--- src/rtl/fpu_scoreboard.sv ---
// Issue/scoreboard controller for one multi-cycle FPU op: start pulse, per-op latency count, pending-rd hazard stall.
// Result is presented on wb_valid L cycles after fpu_start and held until wb_grant; ID is stalled while busy or hazarded.
module fpu_scoreboard #(
    parameter int             REGFILE_LEN     = 6,
    parameter int             FPU_OP_WIDTH    = 5,
    parameter int             LAT_WIDTH       = 4,
    parameter int             DEFAULT_LATENCY = 3,
    parameter int             FDIV_LATENCY    = 12,
    parameter int             FSQRT_LATENCY   = 15,
    parameter [FPU_OP_WIDTH-1:0] FDIV_OP      = 5'b00011,
    parameter [FPU_OP_WIDTH-1:0] FSQRT_OP     = 5'b01011
) (
    input  logic                    clk,
    input  logic                    rst,
    input  logic                    id_valid,
    input  logic                    id_alu_fpu,
    input  logic [FPU_OP_WIDTH-1:0] id_fpu_op,
    input  logic [REGFILE_LEN-1:0]  id_rs1,
    input  logic [REGFILE_LEN-1:0]  id_rs2,
    input  logic [REGFILE_LEN-1:0]  id_rd,
    input  logic                    id_reg_write,
    input  logic                    flush,
    input  logic                    wb_grant,
    output logic                    stall,
    output logic                    fpu_start,
    output logic                    busy,
    output logic                    wb_valid,
    output logic [REGFILE_LEN-1:0]  wb_rd
);

    typedef enum logic [1:0] {IDLE, BUSY, DONE} state_t;

    localparam logic [LAT_WIDTH-1:0] LAT_DEF_M1   = LAT_WIDTH'(DEFAULT_LATENCY - 1);
    localparam logic [LAT_WIDTH-1:0] LAT_FDIV_M1  = LAT_WIDTH'(FDIV_LATENCY - 1);
    localparam logic [LAT_WIDTH-1:0] LAT_FSQRT_M1 = LAT_WIDTH'(FSQRT_LATENCY - 1);
    localparam logic [LAT_WIDTH-1:0] CNT_ONE      = LAT_WIDTH'(1);

    state_t                   r_state;
    logic [LAT_WIDTH-1:0]     r_cnt;
    logic [REGFILE_LEN-1:0]   r_pend_rd;
    logic                     r_pend_we;

    logic                     w_hit_rs1;
    logic                     w_hit_rs2;
    logic                     w_hit_rd;
    logic                     w_hazard;
    logic                     w_free;
    logic                     w_issue;
    logic [LAT_WIDTH-1:0]     w_lat_m1;

    // x0 is hardwired, so it never creates a dependency on the pending destination.
    assign w_hit_rs1 = r_pend_we && (id_rs1 == r_pend_rd) && (id_rs1 != '0) && (r_state != IDLE);
    assign w_hit_rs2 = r_pend_we && (id_rs2 == r_pend_rd) && (id_rs2 != '0) && (r_state != IDLE);
    assign w_hit_rd  = r_pend_we && (id_rd  == r_pend_rd) && (id_rd  != '0) && (r_state != IDLE);

    // Hazard uses the current pend_rd even in the grant cycle: dependents issue after the regfile write lands.
    assign w_hazard  = w_hit_rs1 || w_hit_rs2 || (id_reg_write && w_hit_rd);
    assign w_free    = (r_state == IDLE) || ((r_state == DONE) && wb_grant);
    assign w_issue   = id_valid && id_alu_fpu && !flush && w_free && !w_hazard;

    assign fpu_start = w_issue;
    assign stall     = id_valid && !flush && (w_hazard || (id_alu_fpu && !w_free));
    assign busy      = (r_state != IDLE);
    assign wb_valid  = (r_state == DONE);
    assign wb_rd     = r_pend_rd;

    always_comb begin
        w_lat_m1 = LAT_DEF_M1;
        if (id_fpu_op == FDIV_OP)
            w_lat_m1 = LAT_FDIV_M1;
        else if (id_fpu_op == FSQRT_OP)
            w_lat_m1 = LAT_FSQRT_M1;
    end

    always_ff @(posedge clk) begin
        if (rst) begin
            r_state   <= IDLE;
            r_cnt     <= '0;
            r_pend_rd <= '0;
            r_pend_we <= 1'b0;
        end else begin
            case (r_state)
                IDLE: begin
                    if (w_issue) begin
                        r_cnt     <= w_lat_m1;
                        r_pend_rd <= id_rd;
                        r_pend_we <= id_reg_write;
                        r_state   <= BUSY;
                    end
                end
                BUSY: begin
                    if (r_cnt == CNT_ONE)
                        r_state <= DONE;
                    else
                        r_cnt <= r_cnt - CNT_ONE;
                end
                DONE: begin
                    if (wb_grant) begin
                        if (w_issue) begin
                            r_cnt     <= w_lat_m1;
                            r_pend_rd <= id_rd;
                            r_pend_we <= id_reg_write;
                            r_state   <= BUSY;
                        end else begin
                            r_pend_we <= 1'b0;
                            r_state   <= IDLE;
                        end
                    end
                end
                default: r_state <= IDLE;
            endcase
        end
    end

endmodule
--- config.mk ---
export PLATFORM = sky130hd
export DESIGN_NAME = fpu_scoreboard
export DESIGN_NICKNAME = d
export VERILOG_FILES = /design/src/rtl/fpu_scoreboard.sv
export SDC_FILE = /design/constraint.sdc
export NUM_CORES = 1
export LEC_CHECK = 0
export CAP_MARGIN = 20
export CORE_AREA = 4 4 48 50
export DETAILED_ROUTE_END_ITERATION = 16
export DIE_AREA = 0 0 52 54
export DONT_BUFFER_PORTS = 1
export HOLD_SLACK_MARGIN = 0.08
export PLACE_DENSITY_LB_ADDON = 0.2
export SKIP_LAST_GASP = 1
export SYNTH_ARGS = -nofsm -noshare
export SYNTH_HDL_FRONTEND = slang
export SYNTH_SLANG_ARGS = --single-unit
export TNS_END_PERCENT = 30
--- constraint.sdc ---
create_clock -name clk -period 2 [get_ports clk]
set_clock_uncertainty 0.1 [all_clocks]
set_input_delay 0.2 -clock clk [delete_from_list [all_inputs] [get_ports clk]]
set_output_delay 0.2 -clock clk [all_outputs]
set_load 0.05 [all_outputs]
==> results.md, run 1 <==
- Run status: complete, but fails checks
- Failing checks: negative setup slack
- # diodes: 0
- Largest net degree at the start of global routing: 19
- Final Cycle Share: 119%
- Final nets: 192
- Initial Utilization: 53.0%
- Syn nets: 159
- Final HPWL DP: 2070 um
- Seq/Total Area, Yosys: 25.8%
- Synth async-reset ratio: 0%
- Die H: 54 um
- Most frequent cells in the layout: 22 x buf_4, 10 x nor2_1, 9 x nand2b_1
- H-tree Lvls: 1
- WP data arrival: 2090 ps
- Ports: 40
- Most common cell after layout, fill and taps aside: buf_4
- Grt total ovfl: 0
- Area leader, netlist: dfxtp_1
- Hold WS: 117 ps
- Global Route Usage Sum: 24.1%
- Cell area after synthesis: 1010 sq um
- RSZ-0062 raised after global routing: true
- Crit path kind: flip-flop to output port
- Synth area leaders: dfxtp_1 26%, xnor2_1 8.7%, xor2_1 7.8%, nand2b_1 5.6%, nand4b_1 5.2%
- Startpoint types: flip-flop
- Cell variety after synth: 36
- Rows: 16
- Share of layout cells above drive strength 1: 35.8%
- Dominant synthesized flop cell: dfxtp_1
- Syn_area_per_cell: 7.93 sq um
- DRT iter0 DRCs: 27
- Final setup fails: 12
- Drt total wl: 3280 um
- Placed insts: 166
- Via/cell ratio: 5.82
- CP required: ~1700 ps
- Yosys top cell area share: ~26%
- Worst-Margin Slew: 568 ps
- Maximum VDD drop: 0.475 mV
- Max Slew Vio Count: 0
- Final worst path period need: 2390 ps
- DRC Markers: 0
- Max-Cap Viols: 0
- Clock slew seen by the registers of the worst setup and hold paths: 100 ps
- Leak pwr: 0.556 nW
- CP max FO: 6
- Layout Cells excl Fill: approximately 190
- Number of synthesized register bits: 13
- Longest Clk Path Bufs: 2
- Post-route antenna net violation count: 0
- YS warnings: 0
- Clock sink total: 13
- Port-buffer cells: 0
- Max Fclk: 419 MHz
- Fin. Hold Viols: 0
- Clock latency on the worst-skew pair: around 280 ps
- Antenna violations before repair: 0
- Area delta synth->final: 47.6%
- First-pass GRT wire length: 5020 um
- CTS root buffer: clkbuf_4
- Synthesized netlist cell count: 127
- Die width: 52 um
- TritonCTS buffer count: 3
- TritonRoute pass-1 iters: 4
- Crit. End Element: output port
- EDFF count, synth: 0
- Rel. slew slack: 62.0%
- CTS tree: built
- Final WS setup: -386 ps
- Core box area: 1900 sq um
- Min-delay worst type: input pin to flip-flop
- Vias in the first global route: 1101
- Via count: around 1100
- GP Congestion: 0.918
- Post-DR wirelength/cell: 17.6 um
- Pwr/cell area: 450 nW/um^2
- Total die area: approximately 2800 sq um
==> area by class of cell <==
type	count	area, sq um
multi-input combinational	104	818
clock buffer	4	26.3
timing repair buffer	34	309
tap	27	33.8
fill	127	415
inverter	4	15.0
sequential	13	284
==> routing by layer <==
layer | vias up | share of wire [%] | wire length (um) | GRT usage [%]
li1 | 526 | - | - | -
met3 | 6 | 8.0 | 261 | 5.54
met4 | 0 | 1.6 | 54 | 6.55
met5 | - | 0 | 0 | 0
met1 | 505 | 40 | 1300 | 26.6
met2 | 46 | 51 | 1660 | 46.0
==> path summary, 6_finish.rpt <==
path | startpoint | end | slack [ps] | cells past startpoint
worst max-delay path | wb_rd[3] | stall | -390 | 7
worst min-delay path | id_fpu_op[3] | r_cnt[0] | 120 | 3
worst max register to register | wb_rd[3] | r_cnt[2] | -300 | 9
worst min register to register | r_cnt[3] | r_cnt[3] | 410 | 2
==> critical path: stages (launching register included) <==
cell and delay, ps:
dfxtp_4 400, xor2_2 170, nor4_2 310, nand4_1 200, a31o_1 300, buf_6 130
a21oi_4 160, buf_12 150
==> repair_timing <==
action | 4_1_cts | 5_1_grt
setup buffers | 10 | 3
gates cloned | 0 | 0
gates resized for setup | 7 | 14
pin swaps | 12 | 14
hold buffers | 7 | 0
setup endpoints to repair | 2 | 14
endpoints found under the hold margin | 12 | 0
==> sequential cells by signal (all words and copies together) (netlist names) <==
signal / cells
r_cnt: 4
r_pend_we: 1
r_state: 2
wb_rd: 6
==> cells in the mapped netlist, types with 2 or more instances <==
cell / n
inv_1: 4
nor2_1: 10
nand2b_1: 9
or2_2: 2
a21oi_1: 5
ha_1: 2
dfxtp_1: 13
nand4b_1: 6
nand2_1: 7
xor2_1: 9
o21ai_0: 6
nor4_1: 6
nor3_1: 5
nand4_1: 3
xnor2_1: 10
clkbuf_1: 4
a211oi_1: 4
nand3_1: 2
nor2b_1: 3
==> cell families (layout without fill, tap and decap cells) <==
group                    count (synthesis)  after routing  synth area share (%)
AO/OA/AOI/OAI                           25             25                  17.4
XOR/XNOR                                19             19                  16.5
adder cells (fa/ha/maj)                  2              2                  2.48
buffers and inverters                   10             42                  4.59
flip-flops                              13             13                  25.8
AND/OR/NAND/NOR                         58             58                  33.2
==> stage by stage <==
step | total power (W) | instance area (sq um) | utilization [%] | TNS, ps | worst slack [ps]
finish | 0.000669 | 1490 | 78.2 | -1950 | -386
CTS | 0.000647 | 1420 | 74.5 | -1410 | -249
floorplan | 0.000418 | 1050 | - | -53.0 | -39.8
global route | 0.000701 | 1490 | 78.2 | -2650 | -429
detailed placement | 0.000455 | 1200 | 63.3 | -7.53 | -7.53
global placement | 0.000452 | 1200 | 63.3 | -0.564 | -0.564
==> where the power goes <==
group / switching, W / internal (W)
clock: 0.0000956 / 0.0000771
sequential: 0.0000226 / 0.000267
combinational: 0.000106 / 0.0000997
No activity file was read; power rests on OpenSTA's default activity.
==> run 2: changes to the inputs <==
CORE_AREA = 4 4 46 48   (was 4 4 48 50)
DIE_AREA = 0 0 50 52   (was 0 0 52 54)
PLACE_DENSITY = 0.75   (was default)
PLACE_DENSITY_LB_ADDON = default   (was 0.2)
clock period = 2.35 ns   (was 2 ns; I/O delays follow)
==> run 2 against run 1 <==
The run still ends with negative setup slack left. Final cell count shrank 4.3%. First-iteration DRC count is the same. Routed wire length shrank 9.2%. Critical path depth is the same. Utilization grew 0.38 points. Combinational power shrank 23%. Critical endpoint unchanged. Largest power group unchanged.
==> results.md, run 2 (synthesized netlist as in run 1, its figures left out) <==
- Run status: complete, but fails checks
- Failing checks: negative setup slack
- CP max FO: 6
- RSZ-0062 raised after global routing: true
- TNS Setup: -85.3 ps
- Switch Pwr: 0.000184 W
- Max Slew Vio Count: 0
- Met3 Use GR: about 6.0%
- Hold WS: 136 ps
- GP Congestion: 0.940
- Sequential Area: between 200 and 300 sq um
- Design area: between 1000 and 1500 sq um
- Via count: 1053
- Rows: 15
- Final WS setup: -44.4 ps
- Clock slew seen by the registers of the worst setup and hold paths: ~90 ps
- Most frequent cells in the layout: 19 x buf_4, 10 x nor2_1, 9 x xor2_1, 9 x nand2b_1
- Fin. Hold Viols: 0
- Final HPWL DP: 1960 um
- Initial Utilization: 59.0%
- Max-Cap Viols: 0
- Die H: 52 um
- Clock share of power: 26.6%
- TritonCTS buffer count: 3
- Drt total wl: 2980 um
- Die width: roughly 50 um
- DRC Markers: 0
- CP required: a little over 2000 ps
- Multi-input gate area: 743 sq um
- First-pass GRT wire length: 4600 um
- Clock latency on the worst-skew pair: approximately 280 ps
- Leak pwr: 0.516 nW
- WP data arrival: 2060 ps
- Sequential share of power: 44.7%
- Crit. End Element: output port
- Grt total ovfl: 0
- Min-delay worst type: input pin to flip-flop
- Maximum VDD drop: 0.372 mV
- M1 GR Usage: between 20% and 30%
- Via/cell ratio: just under 6
- Fillcell total: 117
- # diodes: 0
- Area delta synth->final: 33.2%
- Longest Clk Path Bufs: 2
- R2r setup slk: 220 ps
- Startpoint types: flip-flop
- Met2 usage: between 40% and 50%
- Cell Area, Placed: 1140 sq um
- CTS tree: built
- Clock sink total: 13
- Most common cell after layout, fill and taps aside: buf_4
- Pwr Total: 0.000549 W
- DRT iter0 DRCs: 27
- Final nets: between 150 and 200
- Pint: about 0.00037 W
- Total die area: 2600 sq um
- Worst-Margin Slew: 482 ps
- Combinational share of power: between 20% and 30%
- Rel. slew slack: 67.7%
- Global Route Usage Sum: between 20 and 25%
- Placed insts: 160
- Antenna violations before repair: 0
- Post-route antenna net violation count: 0
- Switching share of power: 33.4%
- CTS root buffer: clkbuf_4
- GRT Max-Usage Layer: met2
- Largest register FFs: 6
- Max Fclk: about 420 MHz
- Largest net degree at the start of global routing: 19
- Final setup fails: 2
- Vias in the first global route: 1085
- Ports: 40
- Port-buffer cells: 0
- Pwr/cell area: between 400 and 500 nW/um^2
- Share of layout cells above drive strength 1: 26.8%
- Core box area: 1710 sq um
- H-tree Lvls: 1
- Final worst path period need: 2390 ps
- Layout Cells excl Fill: 178
- Crit path kind: flip-flop to output port
- Final Cycle Share: 102%
- TritonRoute pass-1 iters: 5
- Post-DR wirelength/cell: 16.7 um
## run 2: cell types whose count changed in the layout (fill, tap and decap cells not counted), sizes merged
cell / before / now
clkinv: 0 / 1
buf: 27 / 21
clkbuf: 4 / 3
## run 2: stage by stage
| step | setup WS [ps] | util [%] |
|---|---|---|
| floorplan | 83.5 | - |
| global placement | 343 | 67.0 |
| detailed placement | 281 | 67.0 |
| CTS | 11.8 | 74.4 |
| global route | -114 | 78.5 |
| finish | -44.4 | 78.5 |
## run 2: critical path, cell delays in order (launching register included)
cell     delay, ps
dfxtp_4        380
xor2_1         170
nor4_1         320
nand4_1        190
a31o_1         280
buf_6          140
a21oi_4        160
buf_12         150
## run 2: area by class of cell
cell class / instances / area share (%)
timing repair buffer: 28 / 18.2
clock buffer: 3 / 1.68
inverter: 4 / 1.12
multi-input combinational: 104 / 55.4
sequential: 13 / 20.9
clock inverter: 1 / 0.373
tap: 25 / 2.33
## run 2: path summary, 6_finish.rpt
check | from | endpoint | cells past startpoint
max | wb_rd[5] | stall | 7
max reg2reg | wb_rd[5] | r_cnt[1] | 8
min | id_fpu_op[3] | r_cnt[0] | 3
min reg2reg | r_cnt[3] | r_cnt[3] | 2
## run 2: layer usage
metal  share of wire, %  wire [um]
met2                 51       1510
met3                6.2        184
met4                2.3         68
met5                  0          0
met1                 41       1210
## run 2: power by group through the flow
stage / combinational (W) / sequential (W) / clock [W]
3_3_place_gp: 0.000129 / 0.000254 / 0
6_report: 0.000158 / 0.000245 / 0.000146
2_1_floorplan: 0.0000979 / 0.000262 / 0
4_1_cts: 0.000148 / 0.000245 / 0.000148
5_1_grt: 0.000173 / 0.000248 / 0.000162
3_5_place_dp: 0.000131 / 0.000254 / 0
## run 2: timing repair
item,4_1_cts,5_1_grt
pin swaps,0,8
hold buffers,7,0
gates resized for setup,6,5
endpoints found under the hold margin,12,0
cloned,0,0
setup buffers,1,6
setup endpoints to repair,2,2
==> run 3: changes to the inputs <==
CORE_AREA = 4 4 45 47   (was 4 4 46 48)
DIE_AREA = 0 0 49 51   (was 0 0 50 52)
PLACE_DENSITY = 0.78   (was 0.75)
clock period = 3.1 ns   (was 2.35 ns; I/O delays follow)
==> run 3 against run 2 <==
The run now ends clean. Die area down 3.9%. Non-clock buffer count down 19. Sequential cell count unchanged. Final area down 18%. Critical path type unchanged. Largest cell class unchanged.
==> results.md, run 3 (synthesized netlist as in run 1, its figures left out) <==
- Largest net degree at the start of global routing: 16
- Hold WS: 101 ps
- Hold Path Depth: 2
- Pwr/cell area: ~360 nW/um^2
- Via count: between 900 and 1000
- RSZ-0062 raised after global routing: false
- TritonCTS buffer count: 3
- Final Cycle Share: roughly 90%
- Final nets: 167
- Run status: finished clean
- Grt total ovfl: 0
- CTS tree: built
- Post-route antenna net violation count: 0
- Clock sink total: 13
- GP Congestion: approximately 0.85
- # diodes: 0
- TNS Setup: 0 ps
- Largest register FFs: 6
- Design area: roughly 1100 sq um
- Core box area: 1650 sq um
- Worst-Margin Slew: 926 ps
- Startpoint types: flip-flop
- Sequential Area: ~260 sq um
- Layout Cells excl Fill: around 150
- Vias in the first global route: 905
- R2R depth: 7
- First-pass GRT wire length: 3860 um
- DRT iter0 DRCs: 15
- Max-Cap Viols: 0
- Port-buffer cells: 0
- Final worst path period need: 2780 ps
- Initial Utilization: 61.0%
- Ports: 40
- Longest Clk Path Bufs: 2
- Global Route Usage Sum: 19.2%
- H-tree Lvls: 1
- Area delta synth->final: 8.57%
- Max Fclk: 360 MHz
- Min-delay worst type: input pin to flip-flop
- Final HPWL DP: approximately 2000 um
- Total die area: 2500 sq um
- Crit path kind: flip-flop to output port
- WP data arrival: 2370 ps
- Most frequent cells in the layout: 13 x dfxtp_1, 10 x nor2_1, 10 x xnor2_1, 9 x xor2_1, 9 x nand2b_1
- Final setup fails: 0
- CP max FO: 11
- Fillcell total: 153
- TritonRoute pass-1 iters: 4
- Fin. Hold Viols: 0
- Leak pwr: 0.395 nW
- Rel. slew slack: 38.1%
- Clock latency on the worst-skew pair: around 280 ps
- DRC Markers: 0
- Max Slew Vio Count: 0
- Clock slew seen by the registers of the worst setup and hold paths: 80 ps
- CP required: 2690 ps
- Die width: 49 um
- Antenna violations before repair: 0
- Most common cell after layout, fill and taps aside: dfxtp_1
- Via/cell ratio: 6.32
- Cell Area, Placed: 1060 sq um
- Crit. End Element: output port
- Post-DR wirelength/cell: 16.5 um
- Die H: just over 50 um
- Share of layout cells above drive strength 1: 11.2%
- Rows: 15
- Drt total wl: around 2500 um
- Placed insts: 146
- Maximum VDD drop: 0.229 mV
- CTS root buffer: clkbuf_4
- Multi-input gate area: around 700 sq um
run 3: changes by cell type in the layout (fill, tap and decap cells not counted), sizes merged:
cell	previous run	this run
clkinv	1	0
dlygate4sd3	7	1
buf	21	8
clkbuf	3	4
run 3: what timing repair did:
action,4_1_cts,5_1_grt
hold buffers,1,0
endpoints found under the hold margin,6,0
resized for setup,0,0
setup buffers,0,0
run 3: final timing paths:
kind	endpoint	slack [ps]	startpoint
max	fpu_start	320	wb_rd[3]
min reg2reg	r_cnt[3]	390	r_cnt[3]
min	wb_rd[5]	100	rst
max reg2reg	r_pend_we	740	wb_rd[3]
run 3: per-layer routing:
metal | global-route usage (%) | wire [um]
met5 | 0 | 0
met1 | 20.5 | 946
met3 | 4.66 | 197
met4 | 6.73 | 25
met2 | 36.1 | 1320
run 3: stage by stage:
stage | setup WS (ps) | util [%] | total power (W)
2_1_floorplan | 135 | - | 0.000272
3_3_place_gp | 789 | 64.0 | 0.000283
3_5_place_dp | 639 | 64.0 | 0.000286
4_1_cts | 322 | 66.2 | 0.000390
5_1_grt | 190 | 66.2 | 0.000410
6_report | 319 | 66.2 | 0.000392
run 3: report_power, final:
group          internal, W  switching, W  total [W]
clock            0.0000500     0.0000566   0.000107
sequential        0.000176     0.0000110   0.000187
combinational    0.0000411     0.0000578  0.0000989
total             0.000267      0.000125   0.000392
run 3: worst max-delay path: stages, from the launching register on:
cell and delay [ps]:
dfxtp_1 400, buf_4 240, xor2_1 90, nor4_1 360, nand4_1 190, a31o_1 330
and2_1 260, buf_4 220
run 3: area by class of cell:
type                            instances  area share, %
Multi-Input combinational cell        104           64.1
Clock buffer                            4           2.40
Timing Repair Buffer                    9           6.41
Inverter                                4           1.37
Tap cell                               17           1.95
Sequential cell                        13           23.8
